==> config.mk <==
export PLATFORM = sky130hd
export DESIGN_NAME = input_debounce
export DESIGN_NICKNAME = d
export VERILOG_FILES = /design/src/rtl/input_debounce_pkg.sv /design/src/rtl/debounce_cell.sv /design/src/rtl/input_debounce.sv
export SDC_FILE = /design/constraint.sdc
export NUM_CORES = 1
export LEC_CHECK = 0
export ABC_AREA = 1
export CORE_MARGIN = 8
export CORE_UTILIZATION = 31
export CTS_BUF_LIST = sky130_fd_sc_hd__clkbuf_8
export CTS_CLUSTER_DIAMETER = 120
export DETAILED_ROUTE_END_ITERATION = 8
export GPL_ROUTABILITY_DRIVEN = 0
export PLACE_DENSITY = 0.49
export REMOVE_ABC_BUFFERS = 1
export SYNTH_ARGS = -nofsm -noshare
export SYNTH_HDL_FRONTEND = slang
export SYNTH_SLANG_ARGS = --single-unit
==> constraint.sdc <==
create_clock -name i_clk -period 2.7 [get_ports i_clk]
set_clock_uncertainty 0.15 [all_clocks]
set_input_delay 0.27 -clock i_clk [delete_from_list [all_inputs] [get_ports i_clk]]
set_output_delay 0.27 -clock i_clk [all_outputs]
set_load 0.01 [all_outputs]
==> src/rtl/input_debounce_pkg.sv <==
// Shared types and default constants for the input_debounce block.
// Imported by debounce_cell and input_debounce.
package input_debounce_pkg;

    typedef enum logic {
        DB_STABLE,
        DB_CHANGING
    } db_state_e;

    // 2 flops for metastability, 500000 cycles = 10 ms at 50 MHz
    localparam int DB_SYNC_STAGES_DEF = 2;
    localparam int DB_CYCLES_DEF      = 500000;

endpackage

==> src/rtl/debounce_cell.sv <==
// One-bit input conditioner: synchroniser chain, debounce FSM with acceptance
// counter, and registered rise/fall event pulses.
//
// state       | meaning
// ------------+-----------------------------------------------------------
// DB_STABLE   | o_level settled; counter held at 0
// DB_CHANGING | sync_in differs from o_level; counting toward acceptance
module debounce_cell
    import input_debounce_pkg::*;
#(
    parameter int SYNC_STAGES     = DB_SYNC_STAGES_DEF,
    parameter int DEBOUNCE_CYCLES = DB_CYCLES_DEF
) (
    input  logic i_clk,
    input  logic i_reset,
    input  logic i_raw,
    output logic o_level,
    output logic o_rise,
    output logic o_fall
);

    localparam int               CNT_W    = $clog2(DEBOUNCE_CYCLES);
    localparam logic [CNT_W-1:0] CNT_LAST = CNT_W'(DEBOUNCE_CYCLES - 1);
    localparam logic [CNT_W-1:0] CNT_ONE  = CNT_W'(1);

    logic [SYNC_STAGES-1:0] r_sync;
    logic                   w_sync_in;

    db_state_e              r_state;
    db_state_e              w_state_nxt;
    logic [CNT_W-1:0]       r_cnt;
    logic [CNT_W-1:0]       w_cnt_nxt;
    logic                   r_level;
    logic                   w_level_nxt;
    logic                   r_rise;
    logic                   w_rise_nxt;
    logic                   r_fall;
    logic                   w_fall_nxt;

    always_ff @(posedge i_clk) begin
        if (i_reset) begin
            r_sync <= '0;
        end else begin
            r_sync <= {r_sync[SYNC_STAGES-2:0], i_raw};
        end
    end

    assign w_sync_in = r_sync[SYNC_STAGES-1];

    always_ff @(posedge i_clk) begin
        if (i_reset) begin
            r_state <= DB_STABLE;
            r_cnt   <= '0;
            r_level <= 1'b0;
            r_rise  <= 1'b0;
            r_fall  <= 1'b0;
        end else begin
            r_state <= w_state_nxt;
            r_cnt   <= w_cnt_nxt;
            r_level <= w_level_nxt;
            r_rise  <= w_rise_nxt;
            r_fall  <= w_fall_nxt;
        end
    end

    // A return to the old level has priority over acceptance, so the
    // window restarts even on the last counted cycle.
    always_comb begin
        w_state_nxt = r_state;
        w_cnt_nxt   = r_cnt;
        w_level_nxt = r_level;
        w_rise_nxt  = 1'b0;
        w_fall_nxt  = 1'b0;
        case (r_state)
            DB_STABLE: begin
                w_cnt_nxt = '0;
                if (w_sync_in != r_level) begin
                    w_state_nxt = DB_CHANGING;
                    w_cnt_nxt   = CNT_ONE;
                end
            end
            DB_CHANGING: begin
                if (w_sync_in == r_level) begin
                    w_state_nxt = DB_STABLE;
                    w_cnt_nxt   = '0;
                end else if (r_cnt == CNT_LAST) begin
                    w_state_nxt = DB_STABLE;
                    w_cnt_nxt   = '0;
                    w_level_nxt = w_sync_in;
                    w_rise_nxt  = w_sync_in;
                    w_fall_nxt  = ~w_sync_in;
                end else begin
                    w_cnt_nxt = r_cnt + CNT_ONE;
                end
            end
            default: begin
                w_state_nxt = DB_STABLE;
                w_cnt_nxt   = '0;
            end
        endcase
    end

    assign o_level = r_level;
    assign o_rise  = r_rise;
    assign o_fall  = r_fall;

endmodule

==> src/rtl/input_debounce.sv <==
// Board input conditioner feeding the processor's switch/button ports.
// Define DEBOUNCE_SW_EN to debounce switches too; otherwise they are only synchronised.
module input_debounce
    import input_debounce_pkg::*;
#(
    parameter int NUM_SW          = 10,
    parameter int NUM_BTN         = 4,
    parameter int SYNC_STAGES     = DB_SYNC_STAGES_DEF,
    parameter int DEBOUNCE_CYCLES = DB_CYCLES_DEF
) (
    input  logic               i_clk,
    input  logic               i_reset,
    input  logic [NUM_SW-1:0]  i_sw_raw,
    input  logic [NUM_BTN-1:0] i_btn_raw,
    output logic [NUM_SW-1:0]  o_ph_sw,
    output logic [NUM_BTN-1:0] o_ph_button,
    output logic [NUM_BTN-1:0] o_btn_press,
    output logic [NUM_BTN-1:0] o_btn_release
);

    for (genvar g = 0; g < NUM_BTN; g++) begin : g_btn
        debounce_cell #(
            .SYNC_STAGES     (SYNC_STAGES),
            .DEBOUNCE_CYCLES (DEBOUNCE_CYCLES)
        ) u_cell (
            .i_clk   (i_clk),
            .i_reset (i_reset),
            .i_raw   (i_btn_raw[g]),
            .o_level (o_ph_button[g]),
            .o_rise  (o_btn_press[g]),
            .o_fall  (o_btn_release[g])
        );
    end

`ifdef DEBOUNCE_SW_EN
    // Switch edge events have no consumer; only the levels leave the block.
    logic [NUM_SW-1:0] w_sw_rise;
    logic [NUM_SW-1:0] w_sw_fall;

    for (genvar g = 0; g < NUM_SW; g++) begin : g_sw
        debounce_cell #(
            .SYNC_STAGES     (SYNC_STAGES),
            .DEBOUNCE_CYCLES (DEBOUNCE_CYCLES)
        ) u_cell (
            .i_clk   (i_clk),
            .i_reset (i_reset),
            .i_raw   (i_sw_raw[g]),
            .o_level (o_ph_sw[g]),
            .o_rise  (w_sw_rise[g]),
            .o_fall  (w_sw_fall[g])
        );
    end
`else
    logic [SYNC_STAGES-1:0][NUM_SW-1:0] r_sw_sync;

    always_ff @(posedge i_clk) begin
        if (i_reset) begin
            r_sw_sync <= '0;
        end else begin
            r_sw_sync <= {r_sw_sync[SYNC_STAGES-2:0], i_sw_raw};
        end
    end

    assign o_ph_sw = r_sw_sync[SYNC_STAGES-1];
`endif

endmodule
==> summary.txt, run 1 <==
Clock network
  – Worst skew pair latency: 430 ps
  – Num Clock Sinks: 120
  – Clock transition at the registers of the reported paths: 80 ps
  – CTS Buf Count: 17
  – CTS resizes: 0
  – CTS tree: yes
  – H-tree Lvls: 4
  – Postcts setup bufs: 0
  – CTS root buf: clkbuf_8
  – Clock tree buffer depth: 2
  – # hold bufs at CTS: 0

Setup path
  – CP Data Arrival Time: 1470 ps
  – Crit Path Max Fanout: 4
  – Reg2Reg Depth: 6
  – CP delay by family, top: buffers and inverters
  – Critical Path, Cell by Cell: clkdlybuf4s50_1
  – Startpoint Class: register
  – WP depth: 1
  – Worst path max stage delay: just under 600 ps
  – CP endpoint kind: output pin
  – CP Buf/Inv Count: 1
  – Worst Path Required: 2280 ps
  – CP max-delay cell: clkdlybuf4s50_1
  – WS Path Type: register to output pin

Drt
  – Initial DRC Count: 166
  – Drt first pass iters: 4
  – DR vias/cell: 4.197
  – Antenna viol nets, final: 0
  – Routed vias: 4,474
  – DRC: 0
  – Final wirelength: 11,420 um
  – Drt wl/cell: 10.71 um

Finish
  – ANT cells: 0
  – Non-Filler Instances: 1,066
  – Share of cells above drive strength 1: 7.766%
  – Layout area overhead: 15.20%
  – Post-route cell area: 6457 um^2
  – # fillers: 1,898
  – Nets: 844

STA
  – Fin crit share: approximately 70%
  – TNS Setup: 0 ps
  – Tmin final: about 1900 ps
  – Final hold violation count: 0
  – Max Clk Rate: 529.7 MHz
  – Hold Slack: 196.7 ps
  – Pins Over Slew Limit: 0
  – Unrepaired setup endpoints after global routing: no
  – Worst relative slew slack: 68.69%
  – Final setup violation count: 0
  – Actual slew at the worst max-slew pin: between 400 and 500 ps

Logic synthesis
  – Synth Flop Type: dfxtp_1
  – Post-synth EDFFs: 0
  – Yosys reg bits: 120
  – Syn Inst Count: 797
  – Syn Area/Cell: 7.033 um^2
  – Synth Warn #: 0
  – Sequential cell area fraction in the yosys report: 42.86%
  – Netlist Area Pre-Place: approximately 5600 um^2
  – Synth cell types: 27
  – Async SR Flop Fraction: 0%

GRT
  – GRT met1 Usage: 12.81%
  – Vias in the first global route: 4,309
  – Initial antenna violation count: 0
  – Met2 usage: 17.91%
  – Most used routing layer: met2
  – Gr usage total: 10.84%
  – First-pass GRT wire length: 19,780 um
  – Pin count of the biggest net entering global routing: 30
  – Gr ovfl total: 0
  – Met3 usage: roughly 3.4%

Placement
  – DP Wirelength: 8506 um
  – Placed Instances: just over 1,000
  – DP Area: between 6000 and 7000 um^2
  – Port-buffer cells: 37

Floorplan
  – Die width: 150.5 um
  – # IOs: 38
  – Die ar.: 22,640 um^2
  – Die height: 150.5 um
  – # rows: 49
  – Starting Density: a little under a third
  – Core area: roughly 18,000 um^2

Pwr
  – Power density cells: 555.5 nW/um^2
  – P_leak: roughly 0.0024 uW
  – Maximum VDD drop: ~0.26 mV

Min path
  – Worst Hold Depth: 3
  – Worst min-delay path class: primary input to register

Run
  – Maxcap violations: 0

Run status
  – Outcome: complete, no violations
cell usage after synthesis, types with 5 or more instances:
master,instances,area share (%)
xor2_1,25,3.9
buf_4,22,2.9
nand3_2,7,1.3
nor3_1,8,0.71
o21ai_0,14,1.3
dfxtp_1,120,43
inv_1,116,7.8
or2_0,5,0.56
xnor2_1,11,1.7
nor2_2,7,0.78
buf_6,5,1.0
a21oi_1,22,2.0
nand3_1,49,4.4
nand2_1,171,11
nor2_1,175,12
nand4_1,11,1.2
nand2_2,6,0.67
through the flow:
stage | setup slack (ps) | util, % | total power (uW)
global placement | 744.8 | 33.84 | 1921
CTS | 751.1 | 36.19 | 3654
floorplan | 1127 | - | 1870
detailed placement | 688.5 | 33.84 | 1921
finish | 812.2 | 36.19 | 3587
global route | 678.8 | 36.19 | 3742
kinds of logic (layout without fill, tap and decap cells):
logic type               after synthesis  in the layout  share of synthesized area, %
AO/OA/AOI/OAI                         39             39                         3.996
buffers and inverters                149            189                         12.12
adder cells (fa/ha/maj)                4              4                        0.8929
XOR/XNOR                              36             36                         5.625
AND/OR/NAND/NOR                      449            449                         34.51
flip-flops                           120            120                         42.86
worst paths after layout:
kind,startpoint,end,slack [ps]
max,g_btn[3].u_cell.o_level,o_ph_button[3],810
min,i_sw_raw[0],r_sw_sync[0],200
min reg2reg,r_sw_sync[0],o_ph_sw[0],250
max reg2reg,g_btn[0].u_cell.r_cnt[0],g_btn[0].u_cell.r_cnt[11],850
placed cells by master, fill, tap and decap left out:
master	Yosys	layout
nand3_4	1	1
a21oi_2	1	1
o21ai_4	1	1
o21bai_4	1	1
clkbuf_8	0	18
nand2_1	171	171
or2_2	1	1
a21oi_1	22	22
nand4_1	11	11
dfxtp_1	120	120
buf_4	22	1
nor2_2	7	7
nand2_2	6	6
clkinv_4	0	3
xnor2_1	11	11
inv_2	3	3
inv_1	116	116
clkinv_2	0	3
bufinv_16	0	3
inv_6	0	3
nor2_4	4	4
nor2_1	175	175
clkinvlp_4	0	2
o21ai_0	14	14
xor2_1	25	25
ha_1	4	4
nand3b_1	4	4
clkdlybuf4s50_1	0	37
nand3_1	49	49
nor3_1	8	8
nand3_2	7	7
or2_0	5	5
routing by layer:
metal  up-vias  share of wire, %
met2        48                47
li1       2462                 -
met5         -                 0
met1      1949                47
met4         0               2.1
met3        15               3.8
power breakdown:
group	leakage, uW	switching [uW]	internal, uW
sequential	0.000973	9.95	1790
clock	0.000210	764	944
combinational	0.00117	36.0	40.7
state kept, by name, indices dropped and copies added, names as in the netlist:
name / count
g_btn.u_cell.r_state: 4
g_btn.u_cell.o_level: 4
g_btn.u_cell.r_sync: 8
g_btn.u_cell.o_rise: 4
g_btn.u_cell.o_fall: 4
g_btn.u_cell.r_cnt: 76
o_ph_sw: 10
r_sw_sync: 10
worst min-delay path: cells and delay by family:
family / cells / cell delay (ps)
buffers and inverters: 2 / 440
AND/OR/NAND/NOR: 1 / 30
layout make-up:
class	count	area (um^2)	area share, %
Tap cell	229	286.5	4.437
Sequential cell	120	2402	37.20
Clock buffer	18	247.7	3.836
Clock inverter	14	172.7	2.674
Multi-Input combinational cell	528	2524	39.08
Inverter	119	446.7	6.917
Timing Repair Buffer	38	377.9	5.852
Note: power is estimated with default switching activity, not from simulation.
==> inputs of run 2 (changes only) <==
==> constraint.sdc (replaced) <==
create_clock -name i_clk -period 1.95 [get_ports i_clk]
set_clock_uncertainty 0.15 [all_clocks]
set_input_delay 0.195 -clock i_clk [delete_from_list [all_inputs] [get_ports i_clk]]
set_output_delay 0.195 -clock i_clk [all_outputs]
set_load 0.01 [all_outputs]
==> run 2 against run 1 <==
Design area increased by 1.1%. Count of clock-buffer cells in the layout down 1. Global-route usage about the same. Via count decreased by 0.58%. Register-to-register slack lost 650 ps. Wire length is 0.20% lower. Combinational power increased by 48%. Worst hold slack got worse by 80 ps. Largest cell class unchanged.
==> summary.txt, run 2 (same netlist as run 1, synthesis figures left out) <==
Floorplan
  – Die width: 150.5 um
  – # IOs: 38
  – Die ar.: 22,640 um^2
  – Starting Density: roughly a third
  – Core area: approximately 18,000 um^2
  – # rows: 49
  – Die height: 150.5 um

Drt
  – Routed vias: approximately 4,400
  – DR vias/cell: about 4.1
  – Initial DRC Count: 167
  – Drt first pass iters: 5
  – Antenna viol nets, final: 0
  – Final wirelength: 11,390 um
  – DRC: 0
  – Drt wl/cell: 10.60 um

STA
  – Actual slew at the worst max-slew pin: 379.5 ps
  – Max Clk Rate: around 550 MHz
  – Fin crit share: 92.82%
  – TNS Setup: 0 ps
  – Tmin final: 1810 ps
  – Worst relative slew slack: 74.61%
  – Final setup violation count: 0
  – Unrepaired setup endpoints after global routing: no
  – Pins Over Slew Limit: 0
  – Final worst slack: 140.0 ps
  – Final hold violation count: 0

Finish
  – Multi-input gate area: 2524 um^2
  – Most flops, register: g_btn.u_cell.r_cnt
  – Nets: 853
  – # fillers: around 1,900
  – Layout area overhead: 16.50%
  – Share of cells above drive strength 1: under 10%
  – Most frequent cells in the layout: nor2_1, nand2_1, dfxtp_1
  – Post-route cell area: around 6500 um^2
  – Non-Filler Instances: about 1,100
  – Max reg flops: 76
  – ANT cells: 0
  – Reg area: 2402 um^2
  – Commonest non-fill, non-tap cell in the layout: nor2_1
  – Final core occ: 36.60%

Clock network
  – Clock tree buffer depth: 2
  – Clock transition at the registers of the reported paths: around 80 ps
  – CTS Buf Count: 17
  – Num Clock Sinks: 120
  – CTS root buf: clkbuf_8
  – CTS tree: yes
  – Postcts setup bufs: 0
  – Worst skew pair latency: 440 ps
  – H-tree Lvls: 4
  – # hold bufs at CTS: 0
  – CTS resizes: 0

Min path
  – Hold Crit Start: i_btn_raw[2]
  – Worst Hold Depth: 3
  – Worst Hold Path EP: g_btn[2].u_cell.r_sync[0]
  – Worst min-delay path class: primary input to register

Setup path
  – Reg-to-reg endpoint: g_btn[0].u_cell.r_cnt[0]
  – R2r setup slk: 200 ps
  – Crit Path Max Fanout: 4
  – Critical Path, Cell by Cell: clkdlybuf4s50_1
  – Worst path max stage delay: 580 ps
  – CP delay by family, top: buffers and inverters
  – CP Data Arrival Time: roughly 1500 ps
  – WS Path Type: register to output pin
  – CP Buf/Inv Count: 1
  – Worst Path Required: approximately 1600 ps
  – Reg-to-reg startpoint: g_btn[0].u_cell.r_cnt[0]
  – Startpoint Class: register
  – CP endpoint kind: output pin
  – CP max-delay cell: clkdlybuf4s50_1
  – Reg2Reg Depth: 8

Placement
  – Dpl ws: 186.4 ps
  – Placed Instances: 1,043
  – DP Area: 6142 um^2
  – DP Wirelength: approximately 8400 um
  – Port-buffer cells: 37

Pwr
  – Maximum VDD drop: 0.4196 mV
  – Power density cells: 737.5 nW/um^2
  – P_leak: ~0.0024 uW

GRT
  – Pin count of the biggest net entering global routing: 30
  – Gr ovfl total: 0
  – Gr usage total: 10.86%
  – First-pass GRT wire length: around 20,000 um
  – Vias in the first global route: about 4,200
  – Initial antenna violation count: 0

Run status
  – Outcome: complete, no violations

Run
  – Maxcap violations: 0
## run 2: cell types whose count changed in the layout (fill, tap and decap cells not counted), moves of 2 or more
cell | before | now
buf_4 | 1 | 7
clkinvlp_4 | 2 | 7
buf_12 | 0 | 3
clkinv_4 | 3 | 1
## run 2: worst max path at each step
stage | startpoint | cells past startpoint | slack, ps | to
after floorplan | g_btn[3].u_cell.r_cnt[0] | 8 | 380 | g_btn[3].u_cell.r_cnt[15]
final | g_btn[3].u_cell.o_level | 1 | 140 | o_ph_button[3]
after global routing | g_btn[0].u_cell.r_cnt[0] | 8 | 20 | g_btn[0].u_cell.r_cnt[0]
after global placement | i_reset | 5 | 190 | g_btn[2].u_cell.r_cnt[14]
after CTS | g_btn[3].u_cell.o_level | 1 | 70 | o_ph_button[3]
after detailed placement | i_reset | 7 | 190 | g_btn[1].u_cell.r_cnt[13]
## run 2: per-stage QoR
step	hold slack [ps]	power (uW)
5_1_grt	94.12	5032
6_report	116.6	4816
2_1_floorplan	116.2	2590
4_1_cts	87.72	4902
3_3_place_gp	240.1	2665
3_5_place_dp	243.5	2665
## run 2: cell type report
| cell class | count | area share (%) |
|---|---|---|
| clock buffers | 17 | 3.583 |
| repair buffers | 47 | 7.396 |
| flip-flops and latches | 120 | 36.79 |
| well taps | 229 | 4.388 |
| inverters | 119 | 6.840 |
| multi-input cells | 528 | 38.65 |
| clock inverters | 15 | 2.357 |
## run 2: report_power, final
group	internal [uW]	switching [uW]	leakage, uW
Combinational	59.8	52.9	0.00123
Clock	1130	1080	0.000176
Sequential	2480	12.5	0.000973
## run 2: metal layers
| layer | routed length, um | track usage [%] |
|---|---|---|
| met4 | 123 | 3.998 |
| met2 | 5390 | 17.60 |
| met1 | 5520 | 13.29 |
| met5 | 0 | 0 |
| met3 | 360 | 3.366 |
